`src/rtl/traffic_pkg.sv`:
```
// Shared types and constants for the intersection phase scheduler.
//   - one-hot phase encodings, lamp patterns per phase, walk-lamp patterns
//   - grant encoding for the side/pedestrian round-robin
//   - 2-digit BCD payload type plus binary<->BCD helpers
package traffic_pkg;

  localparam int unsigned STATE_W = 8;
  localparam int unsigned LEDR_W  = 6;
  localparam int unsigned PED_W   = 2;
  localparam int unsigned DIGIT_W = 4;
  localparam int unsigned REM_W   = 7;

  typedef enum logic [STATE_W-1:0] {
    ST_MAIN_G = 8'b0000_0001,
    ST_MAIN_Y = 8'b0000_0010,
    ST_RED1   = 8'b0000_0100,
    ST_SIDE_G = 8'b0000_1000,
    ST_SIDE_Y = 8'b0001_0000,
    ST_PED_W  = 8'b0010_0000,
    ST_PED_F  = 8'b0100_0000,
    ST_RED2   = 8'b1000_0000
  } state_e;

  typedef enum logic {
    GRANT_SIDE = 1'b0,
    GRANT_PED  = 1'b1
  } grant_e;

  // {main R,G,Y, side R,G,Y}
  localparam logic [LEDR_W-1:0] LEDR_MAIN_G  = 6'b010100;
  localparam logic [LEDR_W-1:0] LEDR_MAIN_Y  = 6'b001100;
  localparam logic [LEDR_W-1:0] LEDR_SIDE_G  = 6'b100010;
  localparam logic [LEDR_W-1:0] LEDR_SIDE_Y  = 6'b100001;
  localparam logic [LEDR_W-1:0] LEDR_ALL_RED = 6'b100100;

  // {don't-walk, walk}
  localparam logic [PED_W-1:0] PED_LED_DONT = 2'b10;
  localparam logic [PED_W-1:0] PED_LED_WALK = 2'b01;
  localparam logic [PED_W-1:0] PED_LED_OFF  = 2'b00;

  typedef struct packed {
    logic [DIGIT_W-1:0] tens;
    logic [DIGIT_W-1:0] ones;
  } bcd2_t;

  function automatic bcd2_t to_bcd(input int unsigned v);
    bcd2_t b;
    b.tens = DIGIT_W'(v / 10);
    b.ones = DIGIT_W'(v % 10);
    return b;
  endfunction

  function automatic logic [REM_W-1:0] bcd_to_bin(input bcd2_t b);
    return REM_W'(b.tens) * REM_W'(10) + REM_W'(b.ones);
  endfunction

endpackage

```
`src/rtl/traffic_phase_arbiter_if.sv`:
```
// Request inputs and lamp/display outputs of the phase scheduler.
//   master: drives tick, is_car, ped_req; observes LEDR, ped_led, num1, num0
//   slave : the scheduler itself
interface traffic_phase_arbiter_if;
  logic       tick;
  logic       is_car;
  logic       ped_req;
  logic [5:0] LEDR;
  logic [1:0] ped_led;
  logic [3:0] num0;
  logic [3:0] num1;

  modport master (
    output tick, is_car, ped_req,
    input  LEDR, ped_led, num0, num1
  );

  modport slave (
    input  tick, is_car, ped_req,
    output LEDR, ped_led, num0, num1
  );
endinterface

```
`src/rtl/bcd_down_counter.sv`:
```
// Two-digit BCD down counter that saturates at 00.
//   clk, rst     : clock, synchronous active-high reset (loads RST_VAL)
//   load_i       : load load_val_i (wins over dec_i)
//   load_val_i   : BCD value to load
//   dec_i        : decrement by one when non-zero
//   num1_o/num0_o: tens/ones digits
//   zero_o       : value is 00
module bcd_down_counter
  import traffic_pkg::*;
#(
  parameter bcd2_t RST_VAL = '0
) (
  input  logic               clk,
  input  logic               rst,
  input  logic               load_i,
  input  bcd2_t              load_val_i,
  input  logic               dec_i,
  output logic [DIGIT_W-1:0] num1_o,
  output logic [DIGIT_W-1:0] num0_o,
  output logic               zero_o
);

  bcd2_t cnt_q, cnt_d;

  // Load has priority; ones digit borrows from tens when it wraps 0 -> 9.
  always_comb begin
    cnt_d = cnt_q;
    if (load_i) begin
      cnt_d = load_val_i;
    end else if (dec_i && !zero_o) begin
      if (cnt_q.ones == DIGIT_W'(0)) begin
        cnt_d.ones = DIGIT_W'(9);
        cnt_d.tens = cnt_q.tens - DIGIT_W'(1);
      end else begin
        cnt_d.ones = cnt_q.ones - DIGIT_W'(1);
      end
    end
  end

  always_ff @(posedge clk) begin
    if (rst) begin
      cnt_q <= RST_VAL;
    end else begin
      cnt_q <= cnt_d;
    end
  end

  assign zero_o = (cnt_q == '0);
  assign num1_o = cnt_q.tens;
  assign num0_o = cnt_q.ones;

endmodule

```
`src/rtl/traffic_phase_arbiter.sv`:
```
// Intersection phase scheduler: main road owns the crossing by default, side
// road and pedestrians are granted round-robin through an all-red clearance.
//   clk, rst : clock, synchronous active-high reset
//   bus      : tick/is_car/ped_req in; LEDR lamps, ped_led walk lamps and the
//              BCD countdown num1:num0 out (Moore-decoded, no output stage)
module traffic_phase_arbiter
  import traffic_pkg::*;
#(
  parameter int unsigned MAIN_MIN    = 60,
  parameter int unsigned YEL_T       = 3,
  parameter int unsigned ALLRED_T    = 1,
  parameter int unsigned SIDE_MAX    = 30,
  parameter int unsigned SIDE_MIN    = 5,
  parameter int unsigned PED_WALK_T  = 15,
  parameter int unsigned PED_FLASH_T = 5
) (
  input  logic                   clk,
  input  logic                   rst,
  traffic_phase_arbiter_if.slave bus
);

  localparam bcd2_t MAIN_MIN_BCD = to_bcd(MAIN_MIN);
  localparam bcd2_t YEL_BCD      = to_bcd(YEL_T);
  localparam bcd2_t ALLRED_BCD   = to_bcd(ALLRED_T);
  localparam bcd2_t SIDE_MAX_BCD = to_bcd(SIDE_MAX);
  localparam bcd2_t WALK_BCD     = to_bcd(PED_WALK_T);
  localparam bcd2_t FLASH_BCD    = to_bcd(PED_FLASH_T);
  // Gap-out is allowed once SIDE_MIN ticks of side green have elapsed.
  localparam logic [REM_W-1:0] GAP_LIMIT = REM_W'(SIDE_MAX - SIDE_MIN);
  // Walk lamp is lit while the flash countdown has the same parity as its start.
  localparam logic FLASH_PARITY = 1'(PED_FLASH_T % 2);

  state_e             state_q, state_d;
  logic               ped_pend_q, ped_pend_d;
  grant_e             last_grant_q, last_grant_d;
  logic               cnt_load_c;
  bcd2_t              cnt_load_val_c;
  logic               rem_zero_c;
  logic [DIGIT_W-1:0] rem_tens, rem_ones;
  bcd2_t              rem_c;
  logic [REM_W-1:0]   rem_bin_c;
  logic               flash_on_c;

  // Phase countdown; reset and every phase entry reload it.
  bcd_down_counter #(
    .RST_VAL (MAIN_MIN_BCD)
  ) u_rem (
    .clk        (clk),
    .rst        (rst),
    .load_i     (cnt_load_c),
    .load_val_i (cnt_load_val_c),
    .dec_i      (bus.tick),
    .num1_o     (rem_tens),
    .num0_o     (rem_ones),
    .zero_o     (rem_zero_c)
  );

  assign rem_c      = '{tens: rem_tens, ones: rem_ones};
  assign rem_bin_c  = bcd_to_bin(rem_c);
  assign flash_on_c = (rem_ones[0] == FLASH_PARITY);
  assign bus.num1   = rem_tens;
  assign bus.num0   = rem_ones;

  // State, pending pedestrian request and round-robin history.
  always_ff @(posedge clk) begin
    if (rst) begin
      state_q      <= ST_MAIN_G;
      ped_pend_q   <= 1'b0;
      last_grant_q <= GRANT_PED;
    end else begin
      state_q      <= state_d;
      ped_pend_q   <= ped_pend_d;
      last_grant_q <= last_grant_d;
    end
  end

  // Next phase, grant bookkeeping and countdown reload value.
  always_comb begin
    state_d        = state_q;
    last_grant_d   = last_grant_q;
    ped_pend_d     = ped_pend_q;
    cnt_load_c     = 1'b0;
    cnt_load_val_c = MAIN_MIN_BCD;

    case (state_q)
      ST_MAIN_G: if (rem_zero_c && (bus.is_car || ped_pend_q)) state_d = ST_MAIN_Y;
      ST_MAIN_Y: if (rem_zero_c) state_d = ST_RED1;
      ST_RED1: begin
        if (rem_zero_c) begin
          // On a tie the requester that did not win last time is served.
          if (bus.is_car && (!ped_pend_q || last_grant_q == GRANT_PED)) begin
            state_d      = ST_SIDE_G;
            last_grant_d = GRANT_SIDE;
          end else if (ped_pend_q) begin
            state_d      = ST_PED_W;
            last_grant_d = GRANT_PED;
          end else begin
            state_d      = ST_MAIN_G;
          end
        end
      end
      ST_SIDE_G: if (rem_zero_c || (!bus.is_car && rem_bin_c <= GAP_LIMIT)) state_d = ST_SIDE_Y;
      ST_SIDE_Y: if (rem_zero_c) state_d = ST_RED2;
      ST_PED_W:  if (rem_zero_c) state_d = ST_PED_F;
      ST_PED_F:  if (rem_zero_c) state_d = ST_RED2;
      ST_RED2:   if (rem_zero_c) state_d = ST_MAIN_G;
      default:   state_d = ST_MAIN_G;
    endcase

    // Entering walk consumes the request, even one arriving on that edge.
    if (state_d == ST_PED_W && state_q != ST_PED_W) begin
      ped_pend_d = 1'b0;
    end else if (bus.ped_req) begin
      ped_pend_d = 1'b1;
    end

    cnt_load_c = (state_d != state_q);
    case (state_d)
      ST_MAIN_Y, ST_SIDE_Y: cnt_load_val_c = YEL_BCD;
      ST_RED1, ST_RED2:     cnt_load_val_c = ALLRED_BCD;
      ST_SIDE_G:            cnt_load_val_c = SIDE_MAX_BCD;
      ST_PED_W:             cnt_load_val_c = WALK_BCD;
      ST_PED_F:             cnt_load_val_c = FLASH_BCD;
      default:              cnt_load_val_c = MAIN_MIN_BCD;
    endcase
  end

  // Lamp decode from the registered phase.
  always_comb begin
    bus.LEDR    = LEDR_ALL_RED;
    bus.ped_led = PED_LED_DONT;
    case (state_q)
      ST_MAIN_G: bus.LEDR    = LEDR_MAIN_G;
      ST_MAIN_Y: bus.LEDR    = LEDR_MAIN_Y;
      ST_SIDE_G: bus.LEDR    = LEDR_SIDE_G;
      ST_SIDE_Y: bus.LEDR    = LEDR_SIDE_Y;
      ST_PED_W:  bus.ped_led = PED_LED_WALK;
      ST_PED_F:  bus.ped_led = flash_on_c ? PED_LED_WALK : PED_LED_OFF;
      default:   ;
    endcase
  end

endmodule

```
`src/flat_wrapper.sv`:
```
// flat-port wrapper written by rule: the top's interface ports become plain ports
module traffic_phase_arbiter_flat import traffic_pkg::*;
#(
  parameter int unsigned MAIN_MIN    = 60,
  parameter int unsigned YEL_T       = 3,
  parameter int unsigned ALLRED_T    = 1,
  parameter int unsigned SIDE_MAX    = 30,
  parameter int unsigned SIDE_MIN    = 5,
  parameter int unsigned PED_WALK_T  = 15,
  parameter int unsigned PED_FLASH_T = 5
)
  (clk, rst, bus_tick, bus_is_car, bus_ped_req, bus_LEDR, bus_ped_led, bus_num0, bus_num1);
  traffic_phase_arbiter_if bus_i ();
  input  logic clk;
  input  logic rst;
  input wire logic [$bits(bus_i.tick)-1:0] bus_tick;
  input wire logic [$bits(bus_i.is_car)-1:0] bus_is_car;
  input wire logic [$bits(bus_i.ped_req)-1:0] bus_ped_req;
  output wire logic [$bits(bus_i.LEDR)-1:0] bus_LEDR;
  output wire logic [$bits(bus_i.ped_led)-1:0] bus_ped_led;
  output wire logic [$bits(bus_i.num0)-1:0] bus_num0;
  output wire logic [$bits(bus_i.num1)-1:0] bus_num1;
  assign bus_i.tick = bus_tick;
  assign bus_i.is_car = bus_is_car;
  assign bus_i.ped_req = bus_ped_req;
  assign bus_LEDR = bus_i.LEDR;
  assign bus_ped_led = bus_i.ped_led;
  assign bus_num0 = bus_i.num0;
  assign bus_num1 = bus_i.num1;
  traffic_phase_arbiter #(.MAIN_MIN(MAIN_MIN), .YEL_T(YEL_T), .ALLRED_T(ALLRED_T), .SIDE_MAX(SIDE_MAX), .SIDE_MIN(SIDE_MIN), .PED_WALK_T(PED_WALK_T), .PED_FLASH_T(PED_FLASH_T)) u_core (.clk(clk), .rst(rst), .bus(bus_i));
endmodule
```
`config.mk`:
```
export PLATFORM = sky130hd
export DESIGN_NAME = traffic_phase_arbiter_flat
export DESIGN_NICKNAME = d
export VERILOG_FILES = /design/src/rtl/traffic_pkg.sv /design/src/rtl/traffic_phase_arbiter_if.sv /design/src/rtl/bcd_down_counter.sv /design/src/rtl/traffic_phase_arbiter.sv /design/src/flat_wrapper.sv
export SDC_FILE = /design/constraint.sdc
export NUM_CORES = 1
export LEC_CHECK = 0
export CAP_MARGIN = 30
export CORE_MARGIN = 2
export CORE_UTILIZATION = 56
export CTS_BUF_LIST = sky130_fd_sc_hd__clkbuf_16
export DETAILED_ROUTE_END_ITERATION = 6
export GPL_TIMING_DRIVEN = 0
export PLACE_DENSITY_LB_ADDON = 0.05
export REMOVE_ABC_BUFFERS = 1
export SLEW_MARGIN = 20
export SYNTH_ARGS = -nofsm -noshare
export SYNTH_HDL_FRONTEND = slang
export SYNTH_HIERARCHICAL = 1
export SYNTH_SLANG_ARGS = --single-unit
```
`constraint.sdc`:
```
create_clock -name clk -period 3.8 [get_ports clk]
set_input_delay 0.38 -clock clk [delete_from_list [all_inputs] [get_ports clk]]
set_output_delay 0.38 -clock clk [all_outputs]
set_load 0.02 [all_outputs]
```
==> reports/qor.yml, run 1 <==
htreeDepth: 1
die-height_um: 60.1
clock_skew_ns: 0.000858
ys_top_cells_by_area: "sky130_fd_sc_hd__dfxtp_1 (20%), sky130_fd_sc_hd__ha_1 (5.7%), sky130_fd_sc_hd__nor2_1 (4.7%)"
yosys_register_bits: 18
tritoncts: "done"
finalSetupViolations: 0
synthAdderAreaFrac: 0.0795
cap_viol_max_count: 0
sw_frac_of_total: 0.332
sequentialPowerShare: 0.343
worst_slew_pin_slew_ns: 0.670
most_numerous_cell_types_in_the_synthesized_netlist: "sky130_fd_sc_hd__nor2_1 (22), sky130_fd_sc_hd__dfxtp_1 (18), sky130_fd_sc_hd__a21oi_1 (15)"
totalWireLength_um: 4380
largest_net_degree_at_the_start_of_global_routing: 20
floorplan.initialDensity: 0.582
drc_errors: 0
area_share_of_xor_xnor_cells_in_the_synthesized_design: 0.0447
grt-ovfl-total: 0
antenna_cells_inserted: 0
die_area_um2: 3610
route.detailed.vias_per_inst: 6.21
synthMostInstantiatedCell: "sky130_fd_sc_hd__nor2_1"
combPwrFrac: 0.348
outcome: "complete, no violations"
hpwlAfterDp_um: 3220
total_switching_power_w: 0.000223
maxSlewViolCount: 0
dpl_worst_slack_ns: -0.484
critical-path-max-stage-delay_ns: 0.52
detail_route.first_pass.iterations: 5
timing.final.hold_violations: 0
syn-mean-instance-area_um2: 7.76
synth_edf_count: 0
power_frac_clock: 0.309
clock.fmax_mhz: 280
p_leak_nw: 0.800
synth_compound_area_frac: 0.249
dominant_register_cell_in_the_synthesized_netlist: "sky130_fd_sc_hd__dfxtp_1"
rsz0062_at_grt: "false"
synth.top_cell.area_share: 0.205
synth_async_reset_ratio: 0
cts.clk_slew.worst_paths_ns: 0.05
nets: 256
netlist_instances: 227
worstPathMaxFanout: 10
first_global_vias: 1711
endpoint_kind: "register"
criticalPathCategory: "reg -> reg"
layout-drive-gt1-share: 0.130
min_period_over_period: 0.941
numClockSinks: 18
antenna_left: 0
gp_routability_congestion: 0.847
io_pins: 21
critPathRequiredTime_ns: 3.99
timing.critical_path.arrival_ns: 3.77
portBuffers: 20
final.min_clock_period_ns: 3.58
floorplan.core_area_um2: 3030
crit_path_cell_trace: "ha_1, ha_1, inv_1, fa_1, xor2_1, xnor2_1, a32oi_1, a211oi_1, a211oi_1, nand3_2, or4_1, or3_1, nand3_1"
cts_buffers: 3
timing.critical_path.buf_inv: 1
initial_antenna_violation_count: 0
cpLargestDelayFamily: "simple AND/OR/NAND/NOR gates"
synth_seq_area_share: 0.205
clk_root_buffer_cell: "sky130_fd_sc_hd__clkbuf_16"
die-width_um: 60.1
synth_top_family_by_area: "simple AND/OR/NAND/NOR gates"
final.setup.tns_ns: 0
detail_route.wl_per_cell_um: 15.5
clk-insertion-delay-late_ns: 0.25
placementRows: 20
vias: 1758
worst_ir_drop_vdd_mv: 0.238
groute.usage.overall: 0.270
p_int_w: 0.000449
ctsHoldBuffers: 0
ys.warnings.count: 6
postLayoutSetupSlackWorst_ns: 0.223
syn2layout_area_growth_pct: 16.4
synth_cell_type_count: 71
mappedNetlistArea_um2: 1760
pwr_density_cell_nw_per_um2: 328
drt_iter0_drc: 142
post_synth_and_or_nand_nor_area_fraction: 0.343
max-slew-margin-rel: 0.552
clk_path_buf_depth: 2
grt_pass1_wl_um: 7480
critical-path-slowest-cell: "sky130_fd_sc_hd__or4_1"
worstSetupStartpointType: "register"
min_path_type: "reg -> reg"
muxShareOfSynthArea: 0
synth_area_leader_cell: "sky130_fd_sc_hd__dfxtp_1"
[kinds of logic (layout without fill, tap and decap cells)]
kind of cell,count (synthesis),after routing
and+or+nand+nor,99,99
AOI/OAI and AO/OA,61,61
buffers and inverters,29,40
DFF,18,18
adders and majority gates,10,10
xor gates and xnor gates,9,9
other,1,2
[worst min-delay path, stage by stage, from the launching register on]
cell and delay, ns:
sky130_fd_sc_hd__dfxtp_1 0.32, sky130_fd_sc_hd__nand2_1 0.06, sky130_fd_sc_hd__nand2_1 0.04
[registers in the layout, summed over array words and instances (netlist names)]
register and cells:
u_core/u_rem/num1_o 4, u_core/last_grant_q 1, u_core/ped_pend_q 1, u_core/state_q 8
u_core/u_rem/num0_o 4
[metrics by stage]
step                       util  total power, W  std cells  hold slack (ns)  instance area, um^2
after global placement    0.640        0.000452        277            0.441                 1940
after global routing      0.677        0.000716        283            0.490                 2050
after detailed placement  0.640        0.000462        277            0.452                 1940
after floorplan               -        0.000390        213            0.429                 1680
after CTS                 0.667        0.000676        280            0.459                 2020
final                     0.677        0.000672        283            0.458                 2050
[layer usage]
layer  vias up  wire length (um)  track usage
met5         -                 0            0
met4         0               120        0.140
met3        14               182       0.0498
met2        67              2160        0.449
met1       824              1920        0.329
li1        853                 -            -
[area by class of cell]
| cell class | instances | area (um^2) |
|---|---|---|
| Multi-Input combinational cell | 181 | 1280 |
| Inverter | 14 | 52.6 |
| Clock buffer | 3 | 75.1 |
| Fill cell | 267 | 977 |
| Timing Repair Buffer | 23 | 223 |
| Tap cell | 44 | 55.1 |
| Sequential cell | 18 | 360 |
[repair_timing]
item                                    in CTS  in global routing
pin swaps                                    0                  1
resized for setup                            2                  3
endpoints found under the setup margin       6                  3
setup buffers                                0                  3
[power by group through the flow]
stage	clock network, W	registers, W	logic (W)
floorplan	0	0.000242	0.000148
global placement	0	0.000233	0.000219
detailed placement	0	0.000235	0.000227
CTS	0.000213	0.000231	0.000232
global route	0.000220	0.000235	0.000261
finish	0.000208	0.000230	0.000234
[worst paths after layout]
check | start | endpoint | slack [ns] | cells past startpoint
min reg2reg | u_core/last_grant_q | u_core/last_grant_q | 0.46 | 2
min | u_core/last_grant_q | u_core/last_grant_q | 0.46 | 2
max reg2reg | u_core/u_rem/num1_o[1] | u_core/u_rem/num1_o[3] | 0.22 | 13
max | u_core/u_rem/num1_o[1] | u_core/u_rem/num1_o[3] | 0.22 | 13
[cells in the final DEF (no fill, tap or decap), drive strengths merged, types with 4 or more instances in the layout]
cell type and n:
nand2b 4, clkdlybuf4s50 20, nand2 16, o211ai 5
nor3 4, xnor2 4, a31oi 4, a21oi 15
nor3b 5, ha 8, or4 4, dfxtp 18
inv 14, o21ai 10, nand3 6, nor2b 6
xor2 5, nor2 23, a211oi 4
Power figures use the tool's default switching activity.
==> inputs of run 2 (changes only) <==
PLACE_DENSITY = 0.91   (was not set)
PLACE_DENSITY_LB_ADDON = not set   (was 0.05)
==> run 2 against run 1 <==
  * Sequential power is essentially flat
  * Critical endpoint unchanged
  * Non-clock buffer count shrank 2
  * Highest routed layer unchanged
  * Cell count shrank 0.35%
  * Hold slack gained 0.044 ns
  * Largest cell class unchanged
  * Critical path depth is the same
==> reports/qor.yml, run 2 (synthesized netlist as in run 1, its figures left out) <==
critical-path-slowest-cell: "sky130_fd_sc_hd__dfxtp_1"  # was sky130_fd_sc_hd__or4_1
crit_path_cell_trace: "inv_1, ha_1, or3b_1, nor2_4, buf_4, o211a_1, a41oi_1, o21ai_0, xnor2_1, nand3_2, or4_1, or3_1, nand3_1"  # was ha_1, ha_1, inv_1, fa_1, xor2_1, xnor2_1, a32oi_1, a211oi_1, a211oi_1, nand3_2, or4_1, or3_1, nand3_1
power_frac_clock: 0.316  # was 0.309
sw_frac_of_total: 0.336  # was 0.332
cap_viol_max_count: 0  # unchanged
sequentialPowerShare: 0.342  # was 0.343
worstSetupStartpointType: "register"  # unchanged
cts.clk_slew.worst_paths_ns: 0.05  # about the same
antenna_left: 0  # unchanged
layout-drive-gt1-share: 0.118  # was 0.130
tritoncts: "done"  # unchanged
antenna_cells_inserted: 0  # unchanged
critical-path-max-stage-delay_ns: 0.52  # about the same
floorplan.core_area_um2: 3030  # unchanged
clock_skew_ns: 0.00193  # was 0.000858 ns
timing.critical_path.buf_inv: 2  # was 1
timing.final.hold_violations: 0  # unchanged
portBuffers: 20  # unchanged
worst_slew_pin_slew_ns: 0.704  # was 0.670 ns
combPwrFrac: 0.342  # was 0.348
max-slew-margin-rel: 0.530  # was 0.552
total_switching_power_w: 0.000228  # was 0.000223 W
vias: 1799  # was 1758
regMostFlops: "u_core/state_q"  # unchanged
placementRows: 20  # unchanged
detail_route.first_pass.iterations: 4  # was 5
die_area_um2: 3610  # unchanged
route.detailed.vias_per_inst: 6.38  # was 6.21
maxSlewViolCount: 0  # unchanged
clock.fmax_mhz: 283  # was 280 MHz
gp_routability_congestion: 0.913  # was 0.847
io_pins: 21  # unchanged
clk_root_buffer_cell: "sky130_fd_sc_hd__clkbuf_16"  # unchanged
p_int_w: 0.000450  # was 0.000449 W
p_leak_nw: 0.791  # was 0.800 nW
initial_antenna_violation_count: 0  # unchanged
cts_buffers: 3  # unchanged
largest_net_degree_at_the_start_of_global_routing: 20  # unchanged
die-height_um: 60.1  # unchanged
numClockSinks: 18  # unchanged
die-width_um: 60.1  # unchanged
min_period_over_period: 0.929  # was 0.941
hpwlAfterDp_um: 3090  # was 3220 um
largest_register_ff_count: 8  # unchanged
cpLargestDelayFamily: "simple AND/OR/NAND/NOR gates"  # unchanged
worstPathMaxFanout: 11  # was 10
total_power_w: 0.000678  # was 0.000672 W
worst_ir_drop_vdd_mv: 0.214  # was 0.238 mV
nets: 254  # was 256
criticalPathCategory: "reg -> reg"  # unchanged
min_path_type: "reg -> reg"  # unchanged
pwr_density_cell_nw_per_um2: 333  # was 328 nW/um^2
timing.critical_path.arrival_ns: 3.72  # was 3.77 ns
htreeDepth: 1  # unchanged
layout.cells.most_common_list: "sky130_fd_sc_hd__nor2_1 (21), sky130_fd_sc_hd__clkdlybuf4s50_1 (20), sky130_fd_sc_hd__dfxtp_1 (18), sky130_fd_sc_hd__a21oi_1 (15)"  # unchanged
totalWireLength_um: 4300  # was 4380 um
groute.usage.overall: 0.260  # was 0.270
outcome: "complete, no violations"  # unchanged
first_global_vias: 1625  # was 1711
rsz0062_at_grt: "false"  # unchanged
drc_errors: 0  # unchanged
ctsHoldBuffers: 0  # unchanged
final.min_clock_period_ns: 3.53  # was 3.58 ns
finalSetupViolations: 0  # unchanged
detail_route.wl_per_cell_um: 15.2  # was 15.5 um
clk_path_buf_depth: 2  # unchanged
critPathRequiredTime_ns: 3.99  # about the same
floorplan.initialDensity: 0.582  # unchanged
grt-ovfl-total: 0  # unchanged
drt_iter0_drc: 168  # was 142
grt_pass1_wl_um: 7210  # was 7480 um
clk-insertion-delay-late_ns: 0.25  # about the same
endpoint_kind: "register"  # unchanged
syn2layout_area_growth_pct: 15.6  # was 16.4%
final_common_cell: "sky130_fd_sc_hd__nor2_1"  # unchanged
holdWs_ns: 0.502  # was 0.458 ns
## run 2: changes by cell type in the layout (fill, tap and decap cells not counted), sizes merged
cell / before / now
buf: 3 / 1
clkinv: 0 / 1
## run 2: power by group through the flow
| stage | Sequential [W] | Clock [W] | Combinational [W] |
|---|---|---|---|
| finish | 0.000232 | 0.000214 | 0.000232 |
| global route | 0.000235 | 0.000223 | 0.000257 |
| CTS | 0.000231 | 0.000215 | 0.000230 |
| detailed placement | 0.000235 | 0 | 0.000226 |
| global placement | 0.000234 | 0 | 0.000218 |
| floorplan | 0.000242 | 0 | 0.000148 |
## run 2: metal layers
layer,up-vias,share of wire,global-route usage
li1,854,-,-
met1,845,0.42,0.310
met2,87,0.49,0.450
met3,13,0.064,0.0411
met4,0,0.022,0.121
met5,-,0,0
## run 2: timing repair
item / in CTS / in global routing
pin swaps: 0 / 1
resized for setup: 2 / 1
endpoints found under the setup margin: 5 / 1
setup buffers: 0 / 1
## run 2: area by class of cell
class                   count  area, um^2
well taps                  44        55.1
clock buffers               3        75.1
inverters                  14        52.6
repair buffers             21         208
fillers                   254         992
flip-flops and latches     18         360
multi-input cells         181        1280
clock inverters             1        3.75
## run 2: final timing paths
path,start,end,slack [ns],cells after the start
worst max-delay path,u_core/u_rem/num1_o[1],u_core/u_rem/num1_o[3],0.27,13
worst min-delay path,u_core/last_grant_q,u_core/last_grant_q,0.50,2
worst max register to register,u_core/u_rem/num1_o[1],u_core/u_rem/num1_o[3],0.27,13
worst min register to register,u_core/last_grant_q,u_core/last_grant_q,0.50,2
## run 2: worst register-to-register path: stages, from the launching register on
cell and delay [ns]:
sky130_fd_sc_hd__dfxtp_1 0.52, sky130_fd_sc_hd__inv_1 0.12, sky130_fd_sc_hd__ha_1 0.21, sky130_fd_sc_hd__or3b_1 0.34, sky130_fd_sc_hd__nor2_4 0.09, sky130_fd_sc_hd__buf_4 0.19
sky130_fd_sc_hd__o211a_1 0.23, sky130_fd_sc_hd__a41oi_1 0.14, sky130_fd_sc_hd__o21ai_0 0.23, sky130_fd_sc_hd__xnor2_1 0.26, sky130_fd_sc_hd__nand3_2 0.23, sky130_fd_sc_hd__or4_1 0.52
sky130_fd_sc_hd__or3_1 0.31, sky130_fd_sc_hd__nand3_1 0.08
## run 2: stage by stage
stage               setup WS [ns]  setup TNS (ns)  area [um^2]   util  instances
finish                      0.270               0         2040  0.672        282
global route               0.0378               0         2040  0.672        282
CTS                        0.0763               0         2020  0.668        281
detailed placement         -0.456          -0.913         1940  0.640        277
global placement           -0.361          -0.523         1940  0.640        277
floorplan                   0.222               0         1680      -        213
